<file path="src/rtl/obi_axi_sl_bridge_if.sv">
// ============================================================================
// Module      : obi_axi_sl_bridge_if
// Description : OBI slave port plus single-beat AXI4 master channels for the
//               OBI-to-AXI serial-link bridge.
// Revision    : 1.0 - initial release
// ============================================================================
`default_nettype none

interface obi_axi_sl_bridge_if #(
    parameter int AddrWidth = 32,
    parameter int DataWidth = 32,
    parameter int IdWidth   = 4
);
    // OBI
    logic                   obi_req_i;
    logic                   obi_gnt_o;
    logic [AddrWidth-1:0]   obi_addr_i;
    logic                   obi_we_i;
    logic [DataWidth/8-1:0] obi_be_i;
    logic [DataWidth-1:0]   obi_wdata_i;
    logic                   obi_rvalid_o;
    logic [DataWidth-1:0]   obi_rdata_o;
    logic                   obi_err_o;
    // AXI write address
    logic                   aw_valid_o;
    logic                   aw_ready_i;
    logic [AddrWidth-1:0]   aw_addr_o;
    logic [IdWidth-1:0]     aw_id_o;
    logic [7:0]             aw_len_o;
    logic [2:0]             aw_size_o;
    logic [1:0]             aw_burst_o;
    // AXI write data
    logic                   w_valid_o;
    logic                   w_ready_i;
    logic [DataWidth-1:0]   w_data_o;
    logic [DataWidth/8-1:0] w_strb_o;
    logic                   w_last_o;
    // AXI write response
    logic                   b_valid_i;
    logic                   b_ready_o;
    logic [1:0]             b_resp_i;
    logic [IdWidth-1:0]     b_id_i;
    // AXI read address
    logic                   ar_valid_o;
    logic                   ar_ready_i;
    logic [AddrWidth-1:0]   ar_addr_o;
    logic [IdWidth-1:0]     ar_id_o;
    logic [7:0]             ar_len_o;
    logic [2:0]             ar_size_o;
    logic [1:0]             ar_burst_o;
    // AXI read data
    logic                   r_valid_i;
    logic                   r_ready_o;
    logic [DataWidth-1:0]   r_data_i;
    logic [1:0]             r_resp_i;
    logic                   r_last_i;
    logic [IdWidth-1:0]     r_id_i;

    // Bridge side
    modport slave (
        input  obi_req_i, obi_addr_i, obi_we_i, obi_be_i, obi_wdata_i,
        output obi_gnt_o, obi_rvalid_o, obi_rdata_o, obi_err_o,
        output aw_valid_o, aw_addr_o, aw_id_o, aw_len_o, aw_size_o, aw_burst_o,
        input  aw_ready_i,
        output w_valid_o, w_data_o, w_strb_o, w_last_o,
        input  w_ready_i,
        input  b_valid_i, b_resp_i, b_id_i,
        output b_ready_o,
        output ar_valid_o, ar_addr_o, ar_id_o, ar_len_o, ar_size_o, ar_burst_o,
        input  ar_ready_i,
        input  r_valid_i, r_data_i, r_resp_i, r_last_i, r_id_i,
        output r_ready_o
    );

    // OBI master / AXI slave side
    modport master (
        output obi_req_i, obi_addr_i, obi_we_i, obi_be_i, obi_wdata_i,
        input  obi_gnt_o, obi_rvalid_o, obi_rdata_o, obi_err_o,
        input  aw_valid_o, aw_addr_o, aw_id_o, aw_len_o, aw_size_o, aw_burst_o,
        output aw_ready_i,
        input  w_valid_o, w_data_o, w_strb_o, w_last_o,
        output w_ready_i,
        output b_valid_i, b_resp_i, b_id_i,
        input  b_ready_o,
        input  ar_valid_o, ar_addr_o, ar_id_o, ar_len_o, ar_size_o, ar_burst_o,
        output ar_ready_i,
        output r_valid_i, r_data_i, r_resp_i, r_last_i, r_id_i,
        input  r_ready_o
    );
endinterface

`default_nettype wire

</file>
<file path="src/rtl/obi_axi_sl_bridge.sv">
// ============================================================================
// Module      : obi_axi_sl_bridge
// Description : OBI slave to AXI4 master bridge, one single-beat transaction
//               in flight at a time.
// Revision    : 1.0 - initial release
// ============================================================================
`default_nettype none

module obi_axi_sl_bridge #(
    parameter int            AddrWidth = 32,
    parameter int            DataWidth = 32,
    parameter int            IdWidth   = 4,
    parameter logic [IdWidth-1:0] AxiId = '0
) (
    input  wire logic               clk_i,
    input  wire logic               rst_ni,
    obi_axi_sl_bridge_if.slave      bus,
    output logic                    busy_o
);

    localparam logic [2:0] S_IDLE    = 3'd0;
    localparam logic [2:0] S_WR_AD   = 3'd1;
    localparam logic [2:0] S_WR_RESP = 3'd2;
    localparam logic [2:0] S_RD_ADDR = 3'd3;
    localparam logic [2:0] S_RD_DATA = 3'd4;
    localparam logic [2:0] S_RESP    = 3'd5;

    localparam int                   c_OFF       = $clog2(DataWidth/8);
    localparam logic [2:0]           c_SIZE      = 3'(c_OFF);
    localparam logic [AddrWidth-1:0] c_ADDR_MASK = ~(AddrWidth'((1 << c_OFF) - 1));

    logic [2:0]             r_state;
    logic [AddrWidth-1:0]   r_addr;
    logic [DataWidth/8-1:0] r_be;
    logic [DataWidth-1:0]   r_wdata;
    logic [DataWidth-1:0]   r_rdata;
    logic                   r_err;
    logic                   r_aw_done;
    logic                   r_w_done;

    logic w_aw_fin;
    logic w_w_fin;
    logic w_b_err;
    logic w_r_err;

    // Handshake-complete flags include the handshake happening this cycle
    assign w_aw_fin = r_aw_done | (bus.aw_valid_o & bus.aw_ready_i);
    assign w_w_fin  = r_w_done  | (bus.w_valid_o  & bus.w_ready_i);
    assign w_b_err  = (bus.b_resp_i >= 2'b10) | (bus.b_id_i != AxiId);
    assign w_r_err  = (bus.r_resp_i >= 2'b10) | ~bus.r_last_i | (bus.r_id_i != AxiId);

    assign bus.obi_gnt_o    = (r_state == S_IDLE) & bus.obi_req_i;
    assign bus.obi_rvalid_o = (r_state == S_RESP);
    assign bus.obi_rdata_o  = r_rdata;
    assign bus.obi_err_o    = (r_state == S_RESP) & r_err;

    assign bus.aw_valid_o = (r_state == S_WR_AD) & ~r_aw_done;
    assign bus.aw_addr_o  = r_addr & c_ADDR_MASK;
    assign bus.aw_id_o    = AxiId;
    assign bus.aw_len_o   = 8'd0;
    assign bus.aw_size_o  = c_SIZE;
    assign bus.aw_burst_o = 2'b01;

    assign bus.w_valid_o  = (r_state == S_WR_AD) & ~r_w_done;
    assign bus.w_data_o   = r_wdata;
    assign bus.w_strb_o   = r_be;
    assign bus.w_last_o   = 1'b1;

    assign bus.b_ready_o  = (r_state == S_WR_RESP);

    assign bus.ar_valid_o = (r_state == S_RD_ADDR);
    assign bus.ar_addr_o  = r_addr & c_ADDR_MASK;
    assign bus.ar_id_o    = AxiId;
    assign bus.ar_len_o   = 8'd0;
    assign bus.ar_size_o  = c_SIZE;
    assign bus.ar_burst_o = 2'b01;

    assign bus.r_ready_o  = (r_state == S_RD_DATA);

    assign busy_o = (r_state != S_IDLE);

    always_ff @(posedge clk_i or negedge rst_ni) begin
        if (!rst_ni) begin
            r_state   <= S_IDLE;
            r_addr    <= '0;
            r_be      <= '0;
            r_wdata   <= '0;
            r_rdata   <= '0;
            r_err     <= 1'b0;
            r_aw_done <= 1'b0;
            r_w_done  <= 1'b0;
        end else begin
            case (r_state)
                S_IDLE: begin
                    if (bus.obi_req_i) begin
                        r_addr  <= bus.obi_addr_i;
                        r_be    <= bus.obi_be_i;
                        r_wdata <= bus.obi_wdata_i;
                        r_rdata <= '0;
                        r_err   <= 1'b0;
                        r_state <= bus.obi_we_i ? S_WR_AD : S_RD_ADDR;
                    end
                end
                S_WR_AD: begin
                    if (w_aw_fin && w_w_fin) begin
                        r_aw_done <= 1'b0;
                        r_w_done  <= 1'b0;
                        r_state   <= S_WR_RESP;
                    end else begin
                        r_aw_done <= w_aw_fin;
                        r_w_done  <= w_w_fin;
                    end
                end
                S_WR_RESP: begin
                    if (bus.b_valid_i) begin
                        r_err   <= w_b_err;
                        r_state <= S_RESP;
                    end
                end
                S_RD_ADDR: begin
                    if (bus.ar_ready_i) r_state <= S_RD_DATA;
                end
                S_RD_DATA: begin
                    if (bus.r_valid_i) begin
                        r_err   <= w_r_err;
                        r_rdata <= w_r_err ? '0 : bus.r_data_i;
                        r_state <= S_RESP;
                    end
                end
                S_RESP:  r_state <= S_IDLE;
                default: r_state <= S_IDLE;
            endcase
        end
    end

    a_aw_hold: assert property (@(posedge clk_i) disable iff (!rst_ni)
        bus.aw_valid_o && !bus.aw_ready_i |=> bus.aw_valid_o && $stable(bus.aw_addr_o));
    a_w_hold: assert property (@(posedge clk_i) disable iff (!rst_ni)
        bus.w_valid_o && !bus.w_ready_i |=> bus.w_valid_o && $stable(bus.w_data_o) && $stable(bus.w_strb_o));
    a_ar_hold: assert property (@(posedge clk_i) disable iff (!rst_ni)
        bus.ar_valid_o && !bus.ar_ready_i |=> bus.ar_valid_o && $stable(bus.ar_addr_o));
    a_one_outstanding: assert property (@(posedge clk_i) disable iff (!rst_ni)
        bus.obi_gnt_o |-> !busy_o && !bus.obi_rvalid_o);

endmodule

`default_nettype wire

</file>
<file path="src/flat_wrapper.sv">
// flat-port wrapper written by rule: the top's interface ports become plain ports
module obi_axi_sl_bridge_flat 
#(
    parameter int            AddrWidth = 32,
    parameter int            DataWidth = 32,
    parameter int            IdWidth   = 4,
    parameter logic [IdWidth-1:0] AxiId = '0
)
  (clk_i, rst_ni, busy_o, bus_obi_req_i, bus_obi_addr_i, bus_obi_we_i, bus_obi_be_i, bus_obi_wdata_i, bus_obi_gnt_o, bus_obi_rvalid_o, bus_obi_rdata_o, bus_obi_err_o, bus_aw_valid_o, bus_aw_addr_o, bus_aw_id_o, bus_aw_len_o, bus_aw_size_o, bus_aw_burst_o, bus_aw_ready_i, bus_w_valid_o, bus_w_data_o, bus_w_strb_o, bus_w_last_o, bus_w_ready_i, bus_b_valid_i, bus_b_resp_i, bus_b_id_i, bus_b_ready_o, bus_ar_valid_o, bus_ar_addr_o, bus_ar_id_o, bus_ar_len_o, bus_ar_size_o, bus_ar_burst_o, bus_ar_ready_i, bus_r_valid_i, bus_r_data_i, bus_r_resp_i, bus_r_last_i, bus_r_id_i, bus_r_ready_o);
  obi_axi_sl_bridge_if #(.AddrWidth(AddrWidth), .DataWidth(DataWidth), .IdWidth(IdWidth)) bus_i ();
  input  wire logic clk_i;
  input  wire logic rst_ni;
  output logic busy_o;
  input wire logic [$bits(bus_i.obi_req_i)-1:0] bus_obi_req_i;
  input wire logic [$bits(bus_i.obi_addr_i)-1:0] bus_obi_addr_i;
  input wire logic [$bits(bus_i.obi_we_i)-1:0] bus_obi_we_i;
  input wire logic [$bits(bus_i.obi_be_i)-1:0] bus_obi_be_i;
  input wire logic [$bits(bus_i.obi_wdata_i)-1:0] bus_obi_wdata_i;
  output wire logic [$bits(bus_i.obi_gnt_o)-1:0] bus_obi_gnt_o;
  output wire logic [$bits(bus_i.obi_rvalid_o)-1:0] bus_obi_rvalid_o;
  output wire logic [$bits(bus_i.obi_rdata_o)-1:0] bus_obi_rdata_o;
  output wire logic [$bits(bus_i.obi_err_o)-1:0] bus_obi_err_o;
  output wire logic [$bits(bus_i.aw_valid_o)-1:0] bus_aw_valid_o;
  output wire logic [$bits(bus_i.aw_addr_o)-1:0] bus_aw_addr_o;
  output wire logic [$bits(bus_i.aw_id_o)-1:0] bus_aw_id_o;
  output wire logic [$bits(bus_i.aw_len_o)-1:0] bus_aw_len_o;
  output wire logic [$bits(bus_i.aw_size_o)-1:0] bus_aw_size_o;
  output wire logic [$bits(bus_i.aw_burst_o)-1:0] bus_aw_burst_o;
  input wire logic [$bits(bus_i.aw_ready_i)-1:0] bus_aw_ready_i;
  output wire logic [$bits(bus_i.w_valid_o)-1:0] bus_w_valid_o;
  output wire logic [$bits(bus_i.w_data_o)-1:0] bus_w_data_o;
  output wire logic [$bits(bus_i.w_strb_o)-1:0] bus_w_strb_o;
  output wire logic [$bits(bus_i.w_last_o)-1:0] bus_w_last_o;
  input wire logic [$bits(bus_i.w_ready_i)-1:0] bus_w_ready_i;
  input wire logic [$bits(bus_i.b_valid_i)-1:0] bus_b_valid_i;
  input wire logic [$bits(bus_i.b_resp_i)-1:0] bus_b_resp_i;
  input wire logic [$bits(bus_i.b_id_i)-1:0] bus_b_id_i;
  output wire logic [$bits(bus_i.b_ready_o)-1:0] bus_b_ready_o;
  output wire logic [$bits(bus_i.ar_valid_o)-1:0] bus_ar_valid_o;
  output wire logic [$bits(bus_i.ar_addr_o)-1:0] bus_ar_addr_o;
  output wire logic [$bits(bus_i.ar_id_o)-1:0] bus_ar_id_o;
  output wire logic [$bits(bus_i.ar_len_o)-1:0] bus_ar_len_o;
  output wire logic [$bits(bus_i.ar_size_o)-1:0] bus_ar_size_o;
  output wire logic [$bits(bus_i.ar_burst_o)-1:0] bus_ar_burst_o;
  input wire logic [$bits(bus_i.ar_ready_i)-1:0] bus_ar_ready_i;
  input wire logic [$bits(bus_i.r_valid_i)-1:0] bus_r_valid_i;
  input wire logic [$bits(bus_i.r_data_i)-1:0] bus_r_data_i;
  input wire logic [$bits(bus_i.r_resp_i)-1:0] bus_r_resp_i;
  input wire logic [$bits(bus_i.r_last_i)-1:0] bus_r_last_i;
  input wire logic [$bits(bus_i.r_id_i)-1:0] bus_r_id_i;
  output wire logic [$bits(bus_i.r_ready_o)-1:0] bus_r_ready_o;
  assign bus_i.obi_req_i = bus_obi_req_i;
  assign bus_i.obi_addr_i = bus_obi_addr_i;
  assign bus_i.obi_we_i = bus_obi_we_i;
  assign bus_i.obi_be_i = bus_obi_be_i;
  assign bus_i.obi_wdata_i = bus_obi_wdata_i;
  assign bus_obi_gnt_o = bus_i.obi_gnt_o;
  assign bus_obi_rvalid_o = bus_i.obi_rvalid_o;
  assign bus_obi_rdata_o = bus_i.obi_rdata_o;
  assign bus_obi_err_o = bus_i.obi_err_o;
  assign bus_aw_valid_o = bus_i.aw_valid_o;
  assign bus_aw_addr_o = bus_i.aw_addr_o;
  assign bus_aw_id_o = bus_i.aw_id_o;
  assign bus_aw_len_o = bus_i.aw_len_o;
  assign bus_aw_size_o = bus_i.aw_size_o;
  assign bus_aw_burst_o = bus_i.aw_burst_o;
  assign bus_i.aw_ready_i = bus_aw_ready_i;
  assign bus_w_valid_o = bus_i.w_valid_o;
  assign bus_w_data_o = bus_i.w_data_o;
  assign bus_w_strb_o = bus_i.w_strb_o;
  assign bus_w_last_o = bus_i.w_last_o;
  assign bus_i.w_ready_i = bus_w_ready_i;
  assign bus_i.b_valid_i = bus_b_valid_i;
  assign bus_i.b_resp_i = bus_b_resp_i;
  assign bus_i.b_id_i = bus_b_id_i;
  assign bus_b_ready_o = bus_i.b_ready_o;
  assign bus_ar_valid_o = bus_i.ar_valid_o;
  assign bus_ar_addr_o = bus_i.ar_addr_o;
  assign bus_ar_id_o = bus_i.ar_id_o;
  assign bus_ar_len_o = bus_i.ar_len_o;
  assign bus_ar_size_o = bus_i.ar_size_o;
  assign bus_ar_burst_o = bus_i.ar_burst_o;
  assign bus_i.ar_ready_i = bus_ar_ready_i;
  assign bus_i.r_valid_i = bus_r_valid_i;
  assign bus_i.r_data_i = bus_r_data_i;
  assign bus_i.r_resp_i = bus_r_resp_i;
  assign bus_i.r_last_i = bus_r_last_i;
  assign bus_i.r_id_i = bus_r_id_i;
  assign bus_r_ready_o = bus_i.r_ready_o;
  obi_axi_sl_bridge #(.AddrWidth(AddrWidth), .DataWidth(DataWidth), .IdWidth(IdWidth), .AxiId(AxiId)) u_core (.clk_i(clk_i), .rst_ni(rst_ni), .bus(bus_i), .busy_o(busy_o));
endmodule
</file>
<file path="config.mk">
export PLATFORM = sky130hd
export DESIGN_NAME = obi_axi_sl_bridge_flat
export DESIGN_NICKNAME = d
export VERILOG_FILES = /design/src/rtl/obi_axi_sl_bridge_if.sv /design/src/rtl/obi_axi_sl_bridge.sv /design/src/flat_wrapper.sv
export SDC_FILE = /design/constraint.sdc
export NUM_CORES = 1
export LEC_CHECK = 0
export ABC_AREA = 1
export BUFFER_PORTS_ARGS = -buffer_cell sky130_fd_sc_hd__buf_2
export CORE_AREA = 3 3 115 117
export DETAILED_ROUTE_END_ITERATION = 8
export DIE_AREA = 0 0 118 120
export PLACE_DENSITY_LB_ADDON = 0.2
export SYNTH_ARGS = -nofsm -noshare
export SYNTH_HDL_FRONTEND = slang
export SYNTH_SLANG_ARGS = --single-unit
</file>
<file path="constraint.sdc">
create_clock -name clk_i -period 2.5 [get_ports clk_i]
set_input_delay 0.75 -clock clk_i [delete_from_list [all_inputs] [get_ports clk_i]]
set_output_delay 0.75 -clock clk_i [all_outputs]
set_load 0.005 [all_outputs]
</file>
==> impl_metrics.py, run 1 <==
metrics = {
    "run_status": {
        "status": "finished clean",
    },
    "pwr": {
        "peakVddDrop_mv": 0.3763,
        "leakagePower_nw": 3.654,
        "powerDensity_mw_per_mm2": 994.6,
    },
    "sta": {
        "period_share": 0.9043,
        "clock_skew_ns": 0.005842,
        "max_slew.worst_pin.slew_ns": 0.6588,
        "period_minus_slack_ns": 2.261,
        "hold_slack_ns": 0.3762,
        "drv_slew": 0,
        "rsz0062_at_grt": "false",
        "hold_viol": 0,
        "clock.fmax_mhz": 442.3,
        "fin_tns_setup_ns": 0,
        "slew_headroom": 0.5592,
        "setup_violations": 0,
    },
    "cts": {
        "cts_made_buffers": 9,
        "clk_pin_slew_ns": 0.07,
        "insertion_delay_ns": 0.34,
        "cts_tree": "done",
        "cts_resized": 0,
        "cts_root_buffer": "clkbuf_16",
        "clock-sinks": 104,
        "postCtsSetupRepairBufs": 0,
        "cts_max_path_buffers": 2,
        "htreeDepth": 3,
        "postCtsHoldBufs": 0,
    },
    "place": {
        "dpl.hpwl_um": 9265,
        "io_buffers": 254,
        "gp_congestion": 0.7977,
    },
    "logic_synthesis": {
        "ys_seq_area_frac": 0.5415,
        "ys_ff_latch": 104,
        "synth_largest_type_area_fraction": 0.5415,
        "synth-simple-area-share": 0.2387,
        "synth.mux.area_fraction": 0,
        "synth_xor_area_frac": 0,
        "syn_area_per_cell_sq_um": 8.521,
        "yosysTopAreaCell": "dfrtp_1",
        "synth_cells": 564,
        "synth-compound-area-share": 0.04400,
        "synthTopCellsByArea": "dfrtp_1 (54%), nand2_1 (17%), buf_4 (12%)",
        "ys.warnings.count": 0,
        "synthAdderAreaFrac": 0,
        "synth.distinct_cells": 21,
        "netlist_area_sq_mm": 0.004806,
        "synth_top_family_by_area": "simple AND/OR/NAND/NOR gates",
    },
    "critical_path": {
        "crit_buf_inv": 2,
        "crit_type": "flip-flop to output port",
        "cpLargestDelayFamily": "flip-flops",
        "cp.arrival_ns": 1.51,
        "worstPathRequired_ns": 1.75,
        "critPathMaxFanout": 11,
        "start_kind": "flip-flop",
        "crit_chain": "nor2_8 > nand3_4 > inv_2 > buf_2",
        "cp_slowest_cell": "dfrtp_1",
        "critPathCaptureType": "output port",
        "slowest_delay_ns": 0.53,
    },
    "run": {
        "max-cap-violations": 0,
    },
    "die": {
        "die_h_um": 120,
        "core-area_sq_mm": 0.01247,
        "start_util": 0.3855,
        "num_io_pins": 298,
        "dieArea_sq_mm": 0.01416,
        "rows": 41,
        "die_w_um": 118,
    },
    "cells_and_area": {
        "drive_gt1_frac": 0.3613,
        "layout_common_cells": "buf_2 (253), nand2_1 (217), dfrtp_1 (104)",
        "layout_commonest_cell": "buf_2",
        "n_antenna_cell": 0,
        "fin_nets": 903,
        "area_delta_synth_final_pct": 27.67,
    },
    "global_route": {
        "antenna_found_initial": 0,
        "grt_pass1_vias": 3869,
        "grt_pass1_wl_um": 19350,
        "grtUsageTotal": 0.1696,
        "grt.overflow.total": 0,
        "grt_max_degree": 67,
    },
    "route": {
        "routed.top_layer": "met4",
        "ant_nets": 0,
        "via_per_inst": 4.277,
        "routed-wl-met3_um": 1151,
        "first_pass_iters": 5,
        "drt-initial-drc-count": 115,
        "vias": 4097,
        "post_drt_wl_per_cell_um": 12.82,
        "drc": 0,
        "met2_wirelength_um": 5850,
        "wl_met1_um": 5170,
        "routed_wl_um": 12280,
    },
    "worst_hold_path": {
        "hold_class": "input pin to async pin",
    },
}
-- report_power, final --
group / internal [W] / switching, W / total (W)
Combinational: 0.000963 / 0.00125 / 0.00222
Sequential: 0.00222 / 0.000359 / 0.00258
Clock: 0.000682 / 0.000625 / 0.00131
-- Yosys cell counts (all sizes together) --
library cell and instances:
dfrtp 104, o21ai 40, inv 46, nand2 218, nand3 37, nor3 1, nor2 16, nand4 3
nand3b 2, nor4 1, conb 2, buf 92, clkbuf 2
-- kinds of logic after synthesis --
kind of cell | count (synthesis)
compound gates | 40
buf+inv | 140
flops | 104
other cells | 2
simple gates | 278
-- state kept, by name (all words and copies together) (netlist names) --
signal,flops
u_core.bus.obi_rdata_o,32
u_core.r_addr,30
u_core.bus.w_strb_o,4
u_core.r_err,1
u_core.bus.w_data_o,32
u_core.r_aw_done,1
u_core.r_state,3
u_core.r_w_done,1
-- area by class of cell --
| type | count | area (sq um) |
|---|---|---|
| fillers | 1264 | 6330 |
| well taps | 172 | 215.2 |
| inverters | 46 | 172.7 |
| repair buffers | 263 | 1366 |
| flip-flops and latches | 104 | 2603 |
| clock buffers | 10 | 229.0 |
| clock inverters | 6 | 45.04 |
| multi-input cells | 357 | 1505 |
-- per-stage QoR --
step                      cell area (sq um)  setup slack [ns]  std cells  total power [W]  utilization
after floorplan                        4945            0.6385        601         0.004092            -
after global placement                 5862            0.4498        942         0.004835       0.4702
after detailed placement               5862            0.4367        942         0.004893       0.4702
after CTS                              6136            0.1900        958         0.006229       0.4922
after global routing                   6136            0.1004        958         0.006617       0.4922
final                                  6136            0.2392        958         0.006103       0.4922
-- final timing paths --
check                                                    start                                     end  slack, ns  depth (start not counted)
setup / recovery                 u_core.r_state[0]$_DFFE_PN0P_                           bus_obi_gnt_o       0.24                          4
hold / removal                                          rst_ni  u_core.bus.obi_rdata_o[21]$_DFFE_PN0P_       0.38                          1
setup reg to reg                 u_core.r_state[0]$_DFFE_PN0P_   u_core.bus.obi_rdata_o[7]$_DFFE_PN0P_       0.58                          6
hold reg to reg            u_core.bus.w_data_o[24]$_DFFE_PN0P_     u_core.bus.w_data_o[24]$_DFFE_PN0P_       0.48                          2
max in group asynchronous                               rst_ni   u_core.bus.obi_rdata_o[3]$_DFFE_PN0P_       1.54                          2
min in group clk_i         u_core.bus.w_data_o[24]$_DFFE_PN0P_     u_core.bus.w_data_o[24]$_DFFE_PN0P_       0.48                          2
-- routing by layer --
metal	vias to the layer above	track usage
li1	2050	-
met3	7	0.05985
met2	183	0.2788
met1	1857	0.2106
met5	-	0
met4	0	0.05275
Power figures use the tool's default switching activity.
==> inputs of run 2 (changes only) <==
--- a/config.mk
+++ b/config.mk
@@ -11,6 +11,7 @@
 export DETAILED_ROUTE_END_ITERATION = 8
 export DIE_AREA = 0 0 118 120
 export PLACE_DENSITY_LB_ADDON = 0.2
+export RECOVER_POWER = 50
 export SYNTH_ARGS = -nofsm -noshare
 export SYNTH_HDL_FRONTEND = slang
 export SYNTH_SLANG_ARGS = --single-unit
==> run 2 against run 1 <==
Non-clock buffer count stayed put. Sequential power hardly changed. Clock-buffer cell count stayed put. Global-route usage stayed put. Combinational power is 2% lower. Sequential share of layout area is 0.47 points higher. Hold slack better by 0.10 ns. Critical endpoint unchanged. Register-to-register slack hardly changed. Final cell count stayed put. Worst setup slack worse by 0.0011 ns.
==> impl_metrics.py, run 2 (synthesized netlist as in run 1, its figures left out) <==
metrics = {
    "run_status": {
        "status": "finished clean",
    },
    "die": {
        "die_h_um": 120,
        "core-area_sq_mm": 0.01247,
        "rows": 41,
        "num_io_pins": 298,
        "die_w_um": 118,
        "dieArea_sq_mm": 0.01416,
        "start_util": 0.3855,
    },
    "sta": {
        "drv_slew": 0,
        "period_minus_slack_ns": 2.262,
        "setup_violations": 0,
        "slew_headroom": 0.3702,
        "period_share": 0.9047,
        "clock_skew_ns": 0.005901,
        "rsz0062_at_grt": "false",
        "hold_viol": 0,
        "max_slew.worst_pin.slew_ns": 0.9446,
        "clock.fmax_mhz": 442.1,
        "fin_tns_setup_ns": 0,
    },
    "cts": {
        "cts_made_buffers": 9,
        "cts_max_path_buffers": 2,
        "postCtsSetupRepairBufs": 0,
        "htreeDepth": 3,
        "cts_tree": "done",
        "insertion_delay_ns": 0.34,
        "clk_pin_slew_ns": 0.07,
        "postCtsHoldBufs": 0,
        "clock-sinks": 104,
        "cts_root_buffer": "clkbuf_16",
        "cts_resized": 0,
    },
    "cells_and_area": {
        "seq_area_sq_mm": 0.002603,
        "multiInputGateArea_sq_mm": 0.001505,
        "n_antenna_cell": 0,
        "area_delta_synth_final_pct": 26.27,
        "nFillCells": 1289,
        "layout_commonest_cell": "buf_2",
        "drive_gt1_frac": 0.3206,
        "layout_common_cells": "buf_2 (225), nand2_1 (217), dfrtp_1 (104)",
        "fin_nets": 903,
        "final_area_sq_mm": 0.006068,
    },
    "critical_path": {
        "critPathCaptureType": "output port",
        "crit_type": "flip-flop to output port",
        "r2r-end": "u_core.bus.obi_rdata_o[7]$_DFFE_PN0P_",
        "reg2regPathDepth": 6,
        "regToRegSetupSlack_ns": 0.58,
        "cp.arrival_ns": 1.51,
        "worstPathRequired_ns": 1.75,
        "critPathMaxFanout": 11,
        "start_kind": "flip-flop",
        "rr_startpoint": "u_core.r_state[0]$_DFFE_PN0P_",
    },
    "route": {
        "drt-initial-drc-count": 115,
        "routed_wl_um": 12280,
        "post_drt_wl_per_cell_um": 12.81,
        "drc": 0,
        "first_pass_iters": 4,
        "via_per_inst": 4.278,
        "vias": 4098,
        "ant_nets": 0,
    },
    "place": {
        "gp_congestion": 0.7977,
        "io_buffers": 254,
        "dpl.hpwl_um": 9265,
        "place_area_sq_mm": 0.005862,
    },
    "global_route": {
        "grt_pass1_wl_um": 19350,
        "antenna_found_initial": 0,
        "grtUsageTotal": 0.1696,
        "grt_pass1_vias": 3869,
        "grt.overflow.total": 0,
        "grt_max_degree": 67,
    },
    "worst_hold_path": {
        "hold_class": "flip-flop to flip-flop",
        "min_from": "u_core.bus.w_data_o[24]$_DFFE_PN0P_",
        "whs_endpoint": "u_core.bus.w_data_o[24]$_DFFE_PN0P_",
        "min_delay_path_depth": 2,
    },
    "pwr": {
        "leakagePower_nw": 3.531,
        "peakVddDrop_mv": 0.3759,
        "powerDensity_mw_per_mm2": 999.3,
    },
    "run": {
        "max-cap-violations": 0,
    },
}
[run 2: cell types whose count changed in the layout (fill, tap and decap cells not counted)]
cell,delta
clkbuf_1,+32
buf_4,-5
buf_12,-1
buf_2,-28
clkbuf_2,+2
[run 2: worst max-delay path by stage]
stage / slack, ns / startpoint / endpoint / cells past startpoint
after floorplan: 0.64 / bus_obi_req_i / bus_obi_gnt_o / 3
after global placement: 0.45 / bus_obi_req_i / bus_obi_gnt_o / 4
after detailed placement: 0.44 / bus_obi_req_i / u_core.bus.w_data_o[26]$_DFFE_PN0P_ / 6
after CTS: 0.19 / u_core.r_state[0]$_DFFE_PN0P_ / bus_obi_gnt_o / 4
after global routing: 0.10 / u_core.r_state[0]$_DFFE_PN0P_ / bus_obi_err_o / 3
final: 0.24 / u_core.r_state[0]$_DFFE_PN0P_ / bus_obi_gnt_o / 4
[run 2: per-layer routing]
metal / GRT usage / routed length, um
met5: 0 / 0
met4: 0.05275 / 109
met3: 0.05985 / 1141
met2: 0.2788 / 5819
met1: 0.2106 / 5206
[run 2: final cells by class]
| cell class | instances | area share |
|---|---|---|
| Clock buffer | 10 | 0.03773 |
| Clock inverter | 6 | 0.007423 |
| Inverter | 46 | 0.02845 |
| Multi-Input combinational cell | 357 | 0.2480 |
| Sequential cell | 104 | 0.4289 |
| Tap cell | 172 | 0.03546 |
| Timing Repair Buffer | 263 | 0.2140 |
[run 2: worst max-delay path, cell delays in order, from the launching register on]
cell and delay [ns]:
dfrtp_1 0.52, nor2_8 0.22, nand3_4 0.20, inv_2 0.11, buf_2 0.13
[run 2: power by group]
part           internal (W)  leakage [nW]  total, W  switching (W)
logic              0.000919          2.04   0.00217        0.00125
clock network      0.000682         0.137   0.00130       0.000623
registers           0.00222          1.35   0.00259       0.000365
[run 2: per-stage QoR]
step                      hold slack (ns)  setup WS (ns)  power [W]    util  instances
after floorplan                    0.4544         0.6385   0.004092       -        601
after global placement             0.4582         0.4498   0.004835  0.4702        942
after detailed placement           0.4596         0.4367   0.004893  0.4702        942
after CTS                          0.3892         0.1900   0.006229  0.4922        958
after global routing               0.5021         0.1004   0.006575  0.4868        958
final                              0.4767         0.2381   0.006064  0.4868        958
==> inputs of run 3 (changes only) <==
--- a/config.mk
+++ b/config.mk
@@ -12,6 +12,7 @@
 export DIE_AREA = 0 0 118 120
 export PLACE_DENSITY_LB_ADDON = 0.2
 export RECOVER_POWER = 50
+export SETUP_SLACK_MARGIN = 0.3
 export SYNTH_ARGS = -nofsm -noshare
 export SYNTH_HDL_FRONTEND = slang
 export SYNTH_SLANG_ARGS = --single-unit
==> run 3 against run 2 <==
Combinational power increased by 3%. Sequential share of layout area decreased by 0.19 points. Fmax increased by 1.3%. Critical path type unchanged. Final cell count increased by 0.42%.
==> impl_metrics.py, run 3 (synthesized netlist as in run 1, its figures left out) <==
metrics = {
    "run_status": {
        "status": "finished clean",
    },
    "worst_hold_path": {
        "min_delay_path_depth": 2,
        "whs_endpoint": "u_core.bus.w_data_o[24]$_DFFE_PN0P_",
        "hold_class": "flip-flop to flip-flop",
        "min_from": "u_core.bus.w_data_o[24]$_DFFE_PN0P_",
    },
    "critical_path": {
        "crit_chain": "nor2_1 > nand2_1 > nor2_1 > buf_2",
        "critPathMaxFanout": 8,
        "crit_type": "flip-flop to output port",
        "rr_startpoint": "u_core.r_state[1]$_DFFE_PN0P_",
        "critPathCaptureType": "output port",
        "regToRegSetupSlack_ns": 0.60,
        "worstPathRequired_ns": 1.75,
        "crit_top_cell": "nor2_1",
        "cp_slowest_cell": "dfrtp_1",
        "slowest_delay_ns": 0.52,
        "start_kind": "flip-flop",
        "reg2regPathDepth": 6,
        "r2r-end": "u_core.bus.obi_rdata_o[7]$_DFFE_PN0P_",
        "cp.arrival_ns": 1.48,
    },
    "sta": {
        "fin_tns_setup_ns": 0,
        "hold_slack_ns": 0.4766,
        "clock.fmax_mhz": 448.0,
        "period_minus_slack_ns": 2.232,
        "clock_skew_ns": 0.005775,
        "max_slew.worst_pin.slew_ns": 0.9449,
        "period_share": 0.8928,
        "rsz0062_at_grt": "false",
        "setup_ws_ns": 0.2680,
        "hold_viol": 0,
        "drv_slew": 0,
        "slew_headroom": 0.3701,
        "setup_violations": 0,
    },
    "cells_and_area": {
        "layout_commonest_cell": "buf_2",
        "fin_nets": 907,
        "fin_cells": 962,
        "area_delta_synth_final_pct": 26.95,
        "drive_gt1_frac": 0.3278,
        "n_antenna_cell": 0,
        "layout_common_cells": "buf_2 (225), nand2_1 (217), dfrtp_1 (102)",
        "nFillCells": 1283,
    },
    "die": {
        "num_io_pins": 298,
        "core-area_sq_mm": 0.01247,
        "die_w_um": 118,
        "rows": 41,
        "start_util": 0.3855,
        "dieArea_sq_mm": 0.01416,
        "die_h_um": 120,
    },
    "cts": {
        "cts_made_buffers": 9,
        "clk_pin_slew_ns": 0.07,
        "cts_root_buffer": "clkbuf_16",
        "cts_tree": "done",
        "postCtsHoldBufs": 0,
        "cts_max_path_buffers": 2,
        "htreeDepth": 3,
        "clock-sinks": 104,
        "insertion_delay_ns": 0.34,
    },
    "global_route": {
        "grt.overflow.total": 0,
        "grtUsageTotal": 0.1696,
        "grt_pass1_wl_um": 19350,
        "grt_max_degree": 67,
        "grt_pass1_vias": 3872,
        "antenna_found_initial": 0,
    },
    "route": {
        "vias": 4115,
        "ant_nets": 0,
        "drc": 0,
        "post_drt_wl_per_cell_um": 12.84,
        "routed_wl_um": 12360,
        "drt-initial-drc-count": 118,
        "via_per_inst": 4.278,
        "first_pass_iters": 4,
    },
    "place": {
        "io_buffers": 254,
        "dpl.hpwl_um": 9265,
        "post-place-ws_ns": 0.4367,
        "gp_congestion": 0.7977,
        "dpl.cell_count": 942,
    },
    "pwr": {
        "p_int_w": 0.003862,
        "p_total_w": 0.006117,
        "seq_power_share": 0.422,
        "peakVddDrop_mv": 0.3763,
        "comb_power_share": 0.365,
        "switching_share": 0.3687,
        "p_switching_w": 0.002255,
        "powerDensity_mw_per_mm2": 1003,
        "leakagePower_nw": 3.547,
        "clockPowerShare": 0.213,
    },
    "run": {
        "max-cap-violations": 0,
    },
}
[run 3: final cells by class]
class,instances,area [sq um],share of cell area
Tap cell,172,215.2,0.03527
Multi-Input combinational cell,357,1505,0.2467
Clock buffer,10,229.0,0.03753
Clock inverter,6,45.04,0.007383
Timing Repair Buffer,267,1329,0.2178
Inverter,46,172.7,0.02830
Sequential cell,104,2605,0.4270
[run 3: layer usage]
metal,wire length (um),track usage
met5,0,0
met4,109,0.05275
met1,5233,0.2106
met3,1129,0.05985
met2,5883,0.2788
[run 3: critical path, delay by kind of cell (launching register included)]
family	cells	cell delay (ns)
buffers and inverters	1	0.11
flip-flops	1	0.52
AND/OR/NAND/NOR	3	0.52
[run 3: worst max-delay path by stage]
stage | from | end | slack (ns) | cells after the start
after floorplan | bus_obi_req_i | bus_obi_gnt_o | 0.64 | 3
after global placement | bus_obi_req_i | bus_obi_gnt_o | 0.45 | 4
after detailed placement | bus_obi_req_i | u_core.bus.w_data_o[26]$_DFFE_PN0P_ | 0.44 | 6
after CTS | u_core.r_state[1]$_DFFE_PN0P_ | bus_w_valid_o | 0.31 | 4
after global routing | u_core.r_state[1]$_DFFE_PN0P_ | bus_w_valid_o | 0.17 | 4
final | u_core.r_state[1]$_DFFE_PN0P_ | bus_w_valid_o | 0.27 | 4
[run 3: per-stage QoR]
stage | cell area [sq um] | utilization
finish | 6101 | 0.4894
global route | 6101 | 0.4894
CTS | 6146 | 0.4930
detailed placement | 5862 | 0.4702
global placement | 5862 | 0.4702
floorplan | 4945 | -
[run 3: power groups by stage]
stage / logic [W] / registers (W) / clock network (W)
after floorplan: 0.00149 / 0.00260 / 0
after global placement: 0.00225 / 0.00259 / 0
after detailed placement: 0.00227 / 0.00262 / 0
after CTS: 0.00229 / 0.00259 / 0.00136
after global routing: 0.00254 / 0.00267 / 0.00142
final: 0.00223 / 0.00258 / 0.00130
[run 3: timing repair]
item	in CTS	in global routing
setup buffers	1	3
pin swaps	1	0
resized for setup	3	2
setup endpoints to repair	5	4
